### src/rtl/mem_arb_pkg.sv
// Shared types and constants for the unified-memory port arbiter.
// Requester indices double as bit positions in the Req/Ack/Grant vectors.
package mem_arb_pkg;

    typedef enum logic [1:0] {
        S_IDLE  = 2'd0,
        S_ISSUE = 2'd1,
        S_WAIT  = 2'd2,
        S_DONE  = 2'd3
    } arb_state_t;

    localparam int REQ_DBG  = 0;
    localparam int REQ_DATA = 1;
    localparam int REQ_IF   = 2;

    localparam int WAIT_MIN   = 1;
    localparam int WAIT_MAX   = 15;
    localparam int STARVE_MIN = 1;
    localparam int STARVE_MAX = 15;

    // Both the wait counter and the starvation counter fit in 4 bits.
    localparam int CNT_W = 4;

endpackage

### src/rtl/mem_arb_pick.sv
// Fixed-priority winner selection: debug > data > fetch, except that fetch
// overtakes data (never debug) once the starvation counter has hit its limit.
module mem_arb_pick
    import mem_arb_pkg::*;
(
    input  logic [2:0] req,
    input  logic       starve_hit,
    output logic [2:0] winner
);

    always_comb begin
        winner = 3'b000;
        if (req[REQ_DBG]) begin
            winner[REQ_DBG] = 1'b1;
        end else if (starve_hit && req[REQ_IF]) begin
            winner[REQ_IF] = 1'b1;
        end else if (req[REQ_DATA]) begin
            winner[REQ_DATA] = 1'b1;
        end else if (req[REQ_IF]) begin
            winner[REQ_IF] = 1'b1;
        end
    end

endmodule

### src/rtl/mem_port_arbiter.sv
// Shares one single-port synchronous memory between debug, data and fetch
// requesters; one access at a time, fixed priority with a fetch-starvation guard.
module mem_port_arbiter
    import mem_arb_pkg::*;
#(
    parameter int ADDR_W      = 32,
    parameter int DATA_W      = 32,
    parameter int WAIT_CYCLES = 1,
    parameter int STARVE_LIM  = 4
) (
    input  logic                CLK,
    input  logic                RST,
    input  logic [2:0]          Req,
    input  logic [2:0]          We,
    input  logic [3*ADDR_W-1:0] Addr,
    input  logic [3*DATA_W-1:0] WData,
    output logic [2:0]          Ack,
    output logic [DATA_W-1:0]   RData,
    output logic [2:0]          Grant,
    output logic                Busy,
    output logic                MemEn,
    output logic                MemWe,
    output logic [ADDR_W-1:0]   MemAddr,
    output logic [DATA_W-1:0]   MemWData,
    input  logic [DATA_W-1:0]   MemRData,
    output logic [1:0]          state_dbg,
    output logic [CNT_W-1:0]    starve_dbg
);

    // Handshake: a requester raises Req[i] with We/Addr/WData and holds them
    // stable until Ack[i] pulses for one cycle; the arbiter never back-pressures
    // beyond withholding Ack, and the Ack cycle itself is not a new request.

    localparam logic [CNT_W-1:0] WAIT_LOAD = CNT_W'(WAIT_CYCLES - 1);
    localparam logic [CNT_W-1:0] LIM       = CNT_W'(STARVE_LIM);

    arb_state_t        state, state_nx;
    logic [CNT_W-1:0]  wait_cnt, wait_cnt_nx;
    logic [CNT_W-1:0]  starve_cnt, starve_nx;
    logic [2:0]        grant, grant_nx;
    logic              lat_we, lat_we_nx;
    logic [ADDR_W-1:0] lat_addr, lat_addr_nx;
    logic [DATA_W-1:0] lat_wdata, lat_wdata_nx;
    logic [DATA_W-1:0] rdata, rdata_nx;

    logic [2:0]        pick_req;
    logic [2:0]        winner;
    logic              starve_hit;
    logic              arb_en;
    logic              win_we;
    logic [ADDR_W-1:0] win_addr;
    logic [DATA_W-1:0] win_wdata;

    // In DONE the finishing owner's Req is still up; mask it so it cannot re-win.
    assign pick_req   = (state == S_DONE) ? (Req & ~grant) : Req;
    assign starve_hit = (starve_cnt == LIM);

    mem_arb_pick u_pick (
        .req        (pick_req),
        .starve_hit (starve_hit),
        .winner     (winner)
    );

    always_comb begin
        win_we    = 1'b0;
        win_addr  = '0;
        win_wdata = '0;
        for (int i = 0; i < 3; i++) begin
            if (winner[i]) begin
                win_we    = We[i];
                win_addr  = Addr[i*ADDR_W +: ADDR_W];
                win_wdata = WData[i*DATA_W +: DATA_W];
            end
        end
    end

    always_comb begin
        state_nx     = state;
        wait_cnt_nx  = wait_cnt;
        starve_nx    = starve_cnt;
        grant_nx     = grant;
        lat_we_nx    = lat_we;
        lat_addr_nx  = lat_addr;
        lat_wdata_nx = lat_wdata;
        rdata_nx     = rdata;
        arb_en       = 1'b0;

        case (state)
            S_IDLE: arb_en = 1'b1;
            S_ISSUE: begin
                if (lat_we) begin
                    state_nx = S_DONE;
                end else begin
                    state_nx    = S_WAIT;
                    wait_cnt_nx = WAIT_LOAD;
                end
            end
            S_WAIT: begin
                if (wait_cnt == '0) begin
                    rdata_nx = MemRData;
                    state_nx = S_DONE;
                end else begin
                    wait_cnt_nx = wait_cnt - 1'b1;
                end
            end
            S_DONE: begin
                arb_en   = 1'b1;
                state_nx = S_IDLE;
                grant_nx = 3'b000;
            end
            default: state_nx = S_IDLE;
        endcase

        if (arb_en && (winner != 3'b000)) begin
            state_nx     = S_ISSUE;
            grant_nx     = winner;
            lat_we_nx    = win_we;
            lat_addr_nx  = win_addr;
            lat_wdata_nx = win_wdata;
            if (winner[REQ_IF]) begin
                starve_nx = '0;
            end else if (winner[REQ_DATA] && Req[REQ_IF] && !starve_hit) begin
                starve_nx = starve_cnt + 1'b1;
            end
        end
    end

    always_ff @(posedge CLK or posedge RST) begin
        if (RST) begin
            state      <= S_IDLE;
            wait_cnt   <= '0;
            starve_cnt <= '0;
            grant      <= 3'b000;
            lat_we     <= 1'b0;
            lat_addr   <= '0;
            lat_wdata  <= '0;
            rdata      <= '0;
        end else begin
            state      <= state_nx;
            wait_cnt   <= wait_cnt_nx;
            starve_cnt <= starve_nx;
            grant      <= grant_nx;
            lat_we     <= lat_we_nx;
            lat_addr   <= lat_addr_nx;
            lat_wdata  <= lat_wdata_nx;
            rdata      <= rdata_nx;
        end
    end

    assign Ack        = (state == S_DONE) ? grant : 3'b000;
    assign Grant      = grant;
    assign Busy       = (state != S_IDLE);
    assign MemEn      = (state == S_ISSUE);
    assign MemWe      = MemEn & lat_we;
    assign MemAddr    = lat_addr;
    assign MemWData   = lat_wdata;
    assign RData      = rdata;
    assign state_dbg  = state;
    assign starve_dbg = starve_cnt;

endmodule

### config.mk
export PLATFORM = sky130hd
export DESIGN_NAME = mem_port_arbiter
export DESIGN_NICKNAME = d
export VERILOG_FILES = /design/src/rtl/mem_arb_pkg.sv /design/src/rtl/mem_arb_pick.sv /design/src/rtl/mem_port_arbiter.sv
export SDC_FILE = /design/constraint.sdc
export NUM_CORES = 1
export LEC_CHECK = 0
export ABC_AREA = 0
export ABC_CLOCK_PERIOD_IN_PS = 5700
export BUFFER_PORTS_ARGS = -buffer_cell sky130_fd_sc_hd__clkbuf_2
export CORE_ASPECT_RATIO = 0.7
export CORE_MARGIN = 10
export CORE_UTILIZATION = 42
export DETAILED_ROUTE_END_ITERATION = 7
export GPL_ROUTABILITY_DRIVEN = 0
export GPL_TIMING_DRIVEN = 0
export PLACE_DENSITY = 0.81
export SETUP_SLACK_MARGIN = 0.4
export SYNTH_ARGS = -nofsm -noshare
export SYNTH_HDL_FRONTEND = slang
export SYNTH_SLANG_ARGS = --single-unit
export TNS_END_PERCENT = 5
### constraint.sdc
create_clock -name CLK -period 5.7 [get_ports CLK]
set_input_delay 1.14 -clock CLK [delete_from_list [all_inputs] [get_ports CLK]]
set_output_delay 1.14 -clock CLK [all_outputs]
set_load 0.01 [all_outputs]
Yosys cells after proc, flatten, opt, wreduce, memory -nomap -nowiden --
Index checks and enable logic that the tools add are counted.
Storage, ports and cells: bits in registers 110, output and inout port bits 111, word-level logic and storage cells 68
Operators by class: $add $sub $neg 2, eq/ne operators 7, muxes and demuxes 30, bitwise operators 3, reduce and logical (&&, ||, !) cells 18
Operator list (number):
- $mux W32 | 6
- $mux W4 | 4
- $mux W3 | 4
- $mux W1 | 11
- $pmux W4 S2 | 1
- $reduce_bool A2 Y1 | 4
- $mux W2 | 3
- $pmux W2 S3 | 1
- $reduce_and A2 Y1 | 3
- $add A4 B1 Y4 const B | 1
- $eq A2 B2 Y1 const B | 2
- $eq A4 B3 Y1 const B | 1
- $logic_and A1 B1 Y1 | 4
- $logic_not A4 Y1 | 1
- $ne A2 B2 Y1 const B | 2
- $reduce_bool A4 Y1 | 1
- $sub A4 B1 Y4 const B | 1
- $and A3 B3 Y3 | 1
- $ne A3 B3 Y1 const B | 1
- $not A3 Y3 | 1
- $reduce_and A3 Y1 | 1
- $reduce_bool A3 Y1 | 1
- $eq A2 B1 Y1 const B | 1
- $logic_not A2 Y1 | 1
- 3 further kinds | 3

Longest topological paths before layout --
Gate-level depths: netlist (run 1).
depth in word-level cells 11, mapped depth 9

Cells and area by module --
A second synthesis (run 1) with hierarchy kept.
Unflattened totals: cell total of the unflattened synthesis 535, area total of the unflattened synthesis 5381.4 um2
Modules (own cells, without submodules):
- mem_port_arbiter | instances 1, cells each 530, area each 5343.9 um2, sequential area each 2752.6 um2
- mem_arb_pick | instances 1, cells each 5, area each 37.5 um2, sequential area each 0.0 um2

Worst setup path after synthesis (run 1) --
OpenSTA, ideal clock, no wires.
path kind in2reg, from input port Req[0], to register lat_wdata[0], in the netlist MemWData[0], setup time 65 ps, arrival time 2317 ps, path slack 3318 ps, stages 7, buffers on the path 3, path through a21bo_2 > or2_1 > clkbuf_1 > buf_6 > buf_4 > a31oi_1 > o221a_2
Between the ends: cells in the longest elaborated chain, start to end 6, elaborated cells between the ends (all ways) 9
Ends and longest elaborated chain:
- start: declaration | line mem_port_arbiter.sv:13 | input logic [2:0] Req,
- $and A3 B3 Y3 | line mem_port_arbiter.sv:55 | assign pick_req = (state == S_DONE) ? (Req & ~grant) : Req;
- $mux W3 * | line mem_port_arbiter.sv:55
- $mux W1 | line mem_arb_pick.sv:13 | if (req[REQ_DBG]) begin
- $mux W32 (3 in a row) | line mem_port_arbiter.sv:69 | if (winner[i]) begin
- end signal: assignment | line mem_port_arbiter.sv:145 | lat_wdata <= lat_wdata_nx;
- end: declaration | line mem_port_arbiter.sv:43 | logic [DATA_W-1:0] lat_wdata, lat_wdata_nx;
Mark *: on every way between the ends. The rest lies on a longest branch, timed or not. A chain may end at the register's enable or synchronous reset.

Final worst setup path (run 1) --
from register state[0], in the netlist state_dbg[0], to output port Ack[0]
Between the ends: cells in the longest elaborated chain, start to end 2
Ends and longest elaborated chain:
- start: declaration | line mem_port_arbiter.sv:37 | arb_state_t state, state_nx;
- start signal: assignment | line mem_port_arbiter.sv:139 | state <= state_nx;
- $eq A2 B2 Y1 | line mem_port_arbiter.sv:150 | assign Ack = (state == S_DONE) ? grant : 3'b000;
- $mux W3 | line mem_port_arbiter.sv:150
- end: declaration | line mem_port_arbiter.sv:17 | output logic [2:0] Ack,
No other way between the ends.

==> summary.txt, run 1 <==
Critical path
  – Kind of critical path: reg -> out
  – Reg2Reg Launch Point: state_dbg[1]
  – Worst R2R End: MemAddr[25]
  – R2R setup slack: 3.17 ns
  – Critical Path AT: 1.49 ns
  – Critical path capture point type: primary output
  – CP Launch Type: register
  – Crit path max fanout: 10
  – Required @ worst endpoint: 4.56 ns
  – FF-to-FF path depth: 8

Detailed routing
  – Final ANT Viol Nets: 0
  – Drt drc: 0
  – Initial drt markers: 481
  – Routed WL: 22600 um
  – WL/cell: 21.3 um
  – Via/cell ratio: 5.47
  – Detailed-route via count: 5818
  – TritonRoute pass-1 iters: 5

Synthesis
  – Largest area contributor in the netlist: dfrtp_1
  – Mapped Nets: 779
  – Top cell type's share of synthesized area: 48.8%
  – Yosys reg bits: 110
  – Synthesis Warnings: 0
  – Cells after Synth: 539
  – Distinct cell type count after synthesis: 43
  – Post-synthesis sequential area ratio: 48.8%
  – Avg Inst Size Synth: 10.5 sq um
  – Synth top area cells: dfrtp_1 (49%), o221a_2 (13%), a31oi_1 (7.2%), mux2_2 (6.6%), nor3_1 (5.9%)
  – Mapped cell area: 5640 sq um

CTS
  – H-tree Lvls: 3
  – Clock Latency Late Sink: 0.34 ns
  – Root Buffer Master: clkbuf_16
  – Post-CTS setup buffer count: 0
  – CTS Buf Count: 9
  – Cts repair resizes: 0
  – Clock-pin slew on the worst setup and hold paths: 0.08 ns
  – # clock sinks: 110
  – CTS max path bufs: 2
  – CTS Hold Bufs: 0
  – Clock tree from TritonCTS: done

Layout
  – Filler instances: 1131
  – Multi-input gate area: 2340 sq um
  – Sequential cell area: 2750 sq um
  – Post-layout util: 60.2%
  – Nets: 1133
  – Antenna diodes: 0
  – Commonest non-fill, non-tap cell in the layout: clkbuf_2
  – Most frequent cells in the layout: clkbuf_2 (342), dfrtp_1 (110), inv_1 (78)
  – Share of cells above drive strength 1: 53.6%
  – Post-route insts no fill: 1064
  – Layout area overhead: 40.2%

Power and ir drop
  – Overall power: 4.45 mW
  – Worst IR Drop VDD: 232 uV
  – Static Leakage: 4.14 nW
  – Pwr dens: 562 nW/um^2

Floorplanning
  – Die width: 159 um
  – Core ar.: 13100 sq um
  – I/O Pins: 343
  – Die Height: 117 um
  – # rows: 35
  – Starting Density: 43.0%
  – Die area: 18500 sq um

Timing
  – Worst-margin pin slew: 0.576 ns
  – Setup TNS: 0 ns
  – Hold Fails Final Rpt: 0
  – Slew Limit Fails: 0
  – Setup violators final: 0
  – Worst Clk Skew: 0.00784 ns
  – Final worst slack: 3.07 ns
  – Fin crit share: 46.1%
  – Rel. slew slack: 61.6%
  – Post-layout minimum cycle time: 2.63 ns
  – Max Clk Rate: 0.381 GHz
  – RSZ-0062 raised after global routing: no

Placed design
  – Placed instance count: 1048
  – HPWL Detailed: 18200 um
  – PortBufs: 342
  – Post-place setup slack: 2.84 ns

Min path
  – Hold Path Sink: RData[13]
  – Worst hold start: RData[13]
  – HP Class: reg -> reg
  – Hold depth: 1

Global routing
  – Vias in the first global route: 5901
  – Largest net degree at the start of global routing: 70
  – Initial antenna violation count: 0
  – GRT overflow: 0
  – Total track usage: 22.8%
  – First-pass GRT wire length: 32900 um

Run status
  – Outcome: complete, no violations

Flow run
  – Max-Cap Viols: 0
cell usage after synthesis:
cell,number
a221oi_2,1
o211ai_1,1
o21bai_1,2
o221a_2,63
nor2b_1,3
nand2_2,1
a31o_2,1
buf_2,10
inv_1,79
buf_1,1
nand3b_1,2
buf_6,6
nor2_1,3
nor4bb_1,1
a21bo_2,1
mux2_2,33
ha_1,8
mux2i_1,1
and2b_1,1
a31oi_1,65
o221a_1,2
nand2_1,13
o22ai_1,1
or2_1,1
nand3_1,2
a21boi_0,2
a21boi_2,1
nor3_1,66
or3_1,2
xnor2_1,1
a21o_1,2
and2_1,2
clkbuf_1,28
a22oi_1,1
buf_4,4
dfrtp_1,110
a21oi_1,2
nand4_1,1
o2111ai_1,1
a211oi_1,1
o21ai_0,8
a32o_1,1
nand2b_1,4
logic make-up (layout without fill, tap and decap cells):
family | after synthesis | in the layout | synth area share (%)
multiplexers | 34 | 34 | 6.76
buffers and inverters | 128 | 487 | 9.80
adder cells (fa/ha/maj) | 8 | 8 | 1.77
flip-flops | 110 | 110 | 48.8
XOR/XNOR | 1 | 1 | 0.155
AND/OR/NAND/NOR | 102 | 102 | 9.22
AO/OA/AOI/OAI | 156 | 156 | 23.5
registers in the layout, indices dropped and copies added (netlist names):
signal	flops
MemAddr	32
RData	32
MemWData	32
starve_dbg	4
wait_cnt	4
Grant	3
lat_we	1
state_dbg	2
worst max-delay path by stage:
stage | start | end | cells after the start
after floorplan | RST | Grant[0] | 1
after global placement | RST | MemAddr[12] | 2
after detailed placement | Req[0] | MemAddr[24] | 7
after CTS | state_dbg[1] | Ack[0] | 4
after global routing | state_dbg[1] | MemWData[2] | 8
final | state_dbg[0] | Ack[0] | 4
layer usage:
layer | track usage, % | part of all wire (%)
met5 | 0 | 0
met4 | 5.48 | 1.7
met3 | 9.09 | 11
met2 | 37.7 | 49
met1 | 27.3 | 38
metrics by stage:
| stage | instance area [sq um] | hold slack [ns] |
|---|---|---|
| global placement | 7560 | 0.488 |
| floorplan | 5640 | 0.463 |
| global route | 7910 | 0.520 |
| finish | 7910 | 0.510 |
| detailed placement | 7590 | 0.495 |
| CTS | 7910 | 0.512 |
worst max-delay path: stages, from the launching register on:
cell and delay (ns):
dfrtp_1 0.45, ha_1 0.24, buf_4 0.18, and2_1 0.16
clkbuf_2 0.12
report_power, final:
group          switching, mW  internal (mW)
clock network          0.311          0.352
logic                   1.34           1.09
registers              0.212           1.14
layout make-up:
| type | instances | area share (%) |
|---|---|---|
| multi-input cells | 301 | 29.5 |
| inverters | 79 | 3.78 |
| plain buffers | 49 | 3.24 |
| repair buffers | 343 | 22.0 |
| flip-flops and latches | 110 | 34.8 |
| well taps | 166 | 2.63 |
| clock buffers | 9 | 2.85 |
| clock inverters | 7 | 1.17 |
(Power assumes the default switching activity.)
==> run 2: changes to the inputs <==
- ABC_CLOCK_PERIOD_IN_PS: 5700 -> 2500
- clock period: 5.7 -> 2.5 ns (I/O delays scaled with it)
==> run 2 against run 1 <==
Net effect: clock-buffer cell count increased by 1; register-to-register slack worse by 2.8 ns; sequential power up 130%; die area did not move; clock skew is 0.0019 ns higher; critical path depth increased by 4; wire length rose by 3.6%; combinational power grew to 2.5 times the previous value.
==> summary.txt, run 2 (synthesis gave the netlist of run 1 again) <==
Global routing
  – Largest net degree at the start of global routing: 43
  – Total track usage: 22.6%
  – Vias in the first global route: 5877
  – First-pass GRT wire length: 32700 um
  – Initial antenna violation count: 0
  – GRT overflow: 0

CTS
  – # clock sinks: 110
  – CTS max path bufs: 2
  – CTS Buf Count: 9
  – H-tree Lvls: 3
  – Clock tree from TritonCTS: done
  – Clock-pin slew on the worst setup and hold paths: 0.08 ns
  – Root Buffer Master: clkbuf_16
  – CTS Hold Bufs: 0
  – Clock Latency Late Sink: 0.35 ns

Critical path
  – Setup crit end: MemWData[23]
  – Slowest stage delay, CP: 0.45 ns
  – Cell Chain, Critical Path: inv_4, ha_4, buf_8, buf_4, a31o_4, clkbuf_1, a31oi_1, o221a_2
  – Required @ worst endpoint: 2.78 ns
  – Critical path capture point type: register
  – Reg2Reg Launch Point: state_dbg[0]
  – FF-to-FF path depth: 8
  – Worst R2R End: MemWData[23]
  – R2R setup slack: 0.41 ns
  – Critical Path AT: 2.38 ns
  – Kind of critical path: reg -> reg
  – CP Launch Type: register
  – Critical-path top delay cell: dfrtp_2
  – Setup crit start: state_dbg[0]
  – Crit path max fanout: 10

Detailed routing
  – Initial drt markers: 468
  – Routed WL: 23500 um
  – Via/cell ratio: 5.40
  – Drt drc: 0
  – WL/cell: 21.7 um
  – Detailed-route via count: 5848
  – Final ANT Viol Nets: 0
  – TritonRoute pass-1 iters: 5

Placed design
  – Placed instance count: 1049
  – HPWL Detailed: 18300 um
  – PortBufs: 342
  – DP Area: 7610 sq um

Timing
  – RSZ-0062 raised after global routing: yes
  – Worst-margin pin slew: 0.773 ns
  – Setup violators final: 0
  – Worst Clk Skew: 0.00974 ns
  – Slew Limit Fails: 0
  – Setup TNS: 0 ns
  – Rel. slew slack: 48.4%
  – Max Clk Rate: 0.477 GHz
  – Post-layout minimum cycle time: 2.09 ns
  – Fin crit share: 83.8%
  – Hold Fails Final Rpt: 0
  – Worst hold slack: 0.270 ns

Layout
  – Filler instances: 1117
  – Antenna diodes: 0
  – Post-route insts no fill: 1083
  – Final Cell Area: 8310 sq um
  – Layout area overhead: 47.3%
  – Multi-input gate area: 2440 sq um
  – Most frequent cells in the layout: clkbuf_2 (363), dfrtp_1 (108), inv_1 (76)
  – Commonest non-fill, non-tap cell in the layout: clkbuf_2
  – Sequential cell area: 2760 sq um
  – Nets: 1152
  – Share of cells above drive strength 1: 58.2%

Floorplanning
  – Die Height: 117 um
  – # rows: 35
  – I/O Pins: 343
  – Die area: 18500 sq um
  – Core ar.: 13100 sq um
  – Die width: 159 um
  – Starting Density: 43.0%

Min path
  – HP Class: in -> async

Power and ir drop
  – Static Leakage: 4.35 nW
  – Pwr dens: 1280 nW/um^2
  – Worst IR Drop VDD: 504 uV

Flow run
  – Max-Cap Viols: 0

Run status
  – Outcome: complete, no violations
-- run 2: changes by cell type in the layout (fill, tap and decap cells not counted), moves of 4 or more --
| cell | change |
|---|---|
| clkbuf_1 | -21 |
| buf_8 | +5 |
| a31oi_1 | -5 |
| clkbuf_4 | +4 |
| buf_2 | -6 |
| clkbuf_16 | +4 |
| a31oi_2 | +4 |
| buf_4 | +10 |
| clkbuf_2 | +21 |
-- run 2: worst min path at each step --
stage / from / to / cells past startpoint
2_1_floorplan: wait_cnt[1] / wait_cnt[1] / 2
3_3_place_gp: RData[20] / RData[20] / 1
3_5_place_dp: RData[10] / RData[10] / 1
4_1_cts: RST / RData[17] / 2
5_1_grt: RST / RData[11] / 2
6_report: RST / RData[11] / 2
-- run 2: power by group --
group          internal [mW]  switching (mW)  total [mW]
logic                   2.86            3.23        6.09
clock network          0.729           0.721        1.45
registers               2.60           0.497        3.10
-- run 2: critical path: cells and delay by family (launching register included) --
family	cells	cell delay [ns]
adder cells (fa/ha/maj)	1	0.20
AO/OA/AOI/OAI	3	0.79
flip-flops	1	0.45
buffers and inverters	4	0.58
-- run 2: cell type report --
| class | instances | share of cell area (%) |
|---|---|---|
| buffer | 49 | 4.20 |
| timing repair buffer | 362 | 23.5 |
| multi-input combinational | 301 | 29.4 |
| inverter | 79 | 3.64 |
| clock buffer | 10 | 2.88 |
| tap | 166 | 2.50 |
| clock inverter | 6 | 0.723 |
| sequential | 110 | 33.2 |
-- run 2: what timing repair did --
| item | in CTS | in global routing |
|---|---|---|
| pin swaps | 1 | 5 |
| setup endpoints to repair | 103 | 102 |
| gates cloned | 1 | 5 |
| gates resized for setup | 18 | 63 |
| buffers inserted | 6 | 6 |
-- run 2: routing by layer --
layer	share of wire, %	track usage [%]
met1	39	27.6
met2	49	38.2
met3	11	7.89
met4	0.98	4.49
met5	0	0
-- run 2: metrics by stage --
step / total power [mW] / utilization, % / worst slack, ns
6_report: 10.6 / 63.2 / 0.405
5_1_grt: 11.3 / 63.2 / 0.335
4_1_cts: 10.2 / 60.8 / 0.320
3_5_place_dp: 8.67 / 57.9 / -0.0129
3_3_place_gp: 8.56 / 57.6 / -0.101
2_1_floorplan: 6.59 / - / 0.436
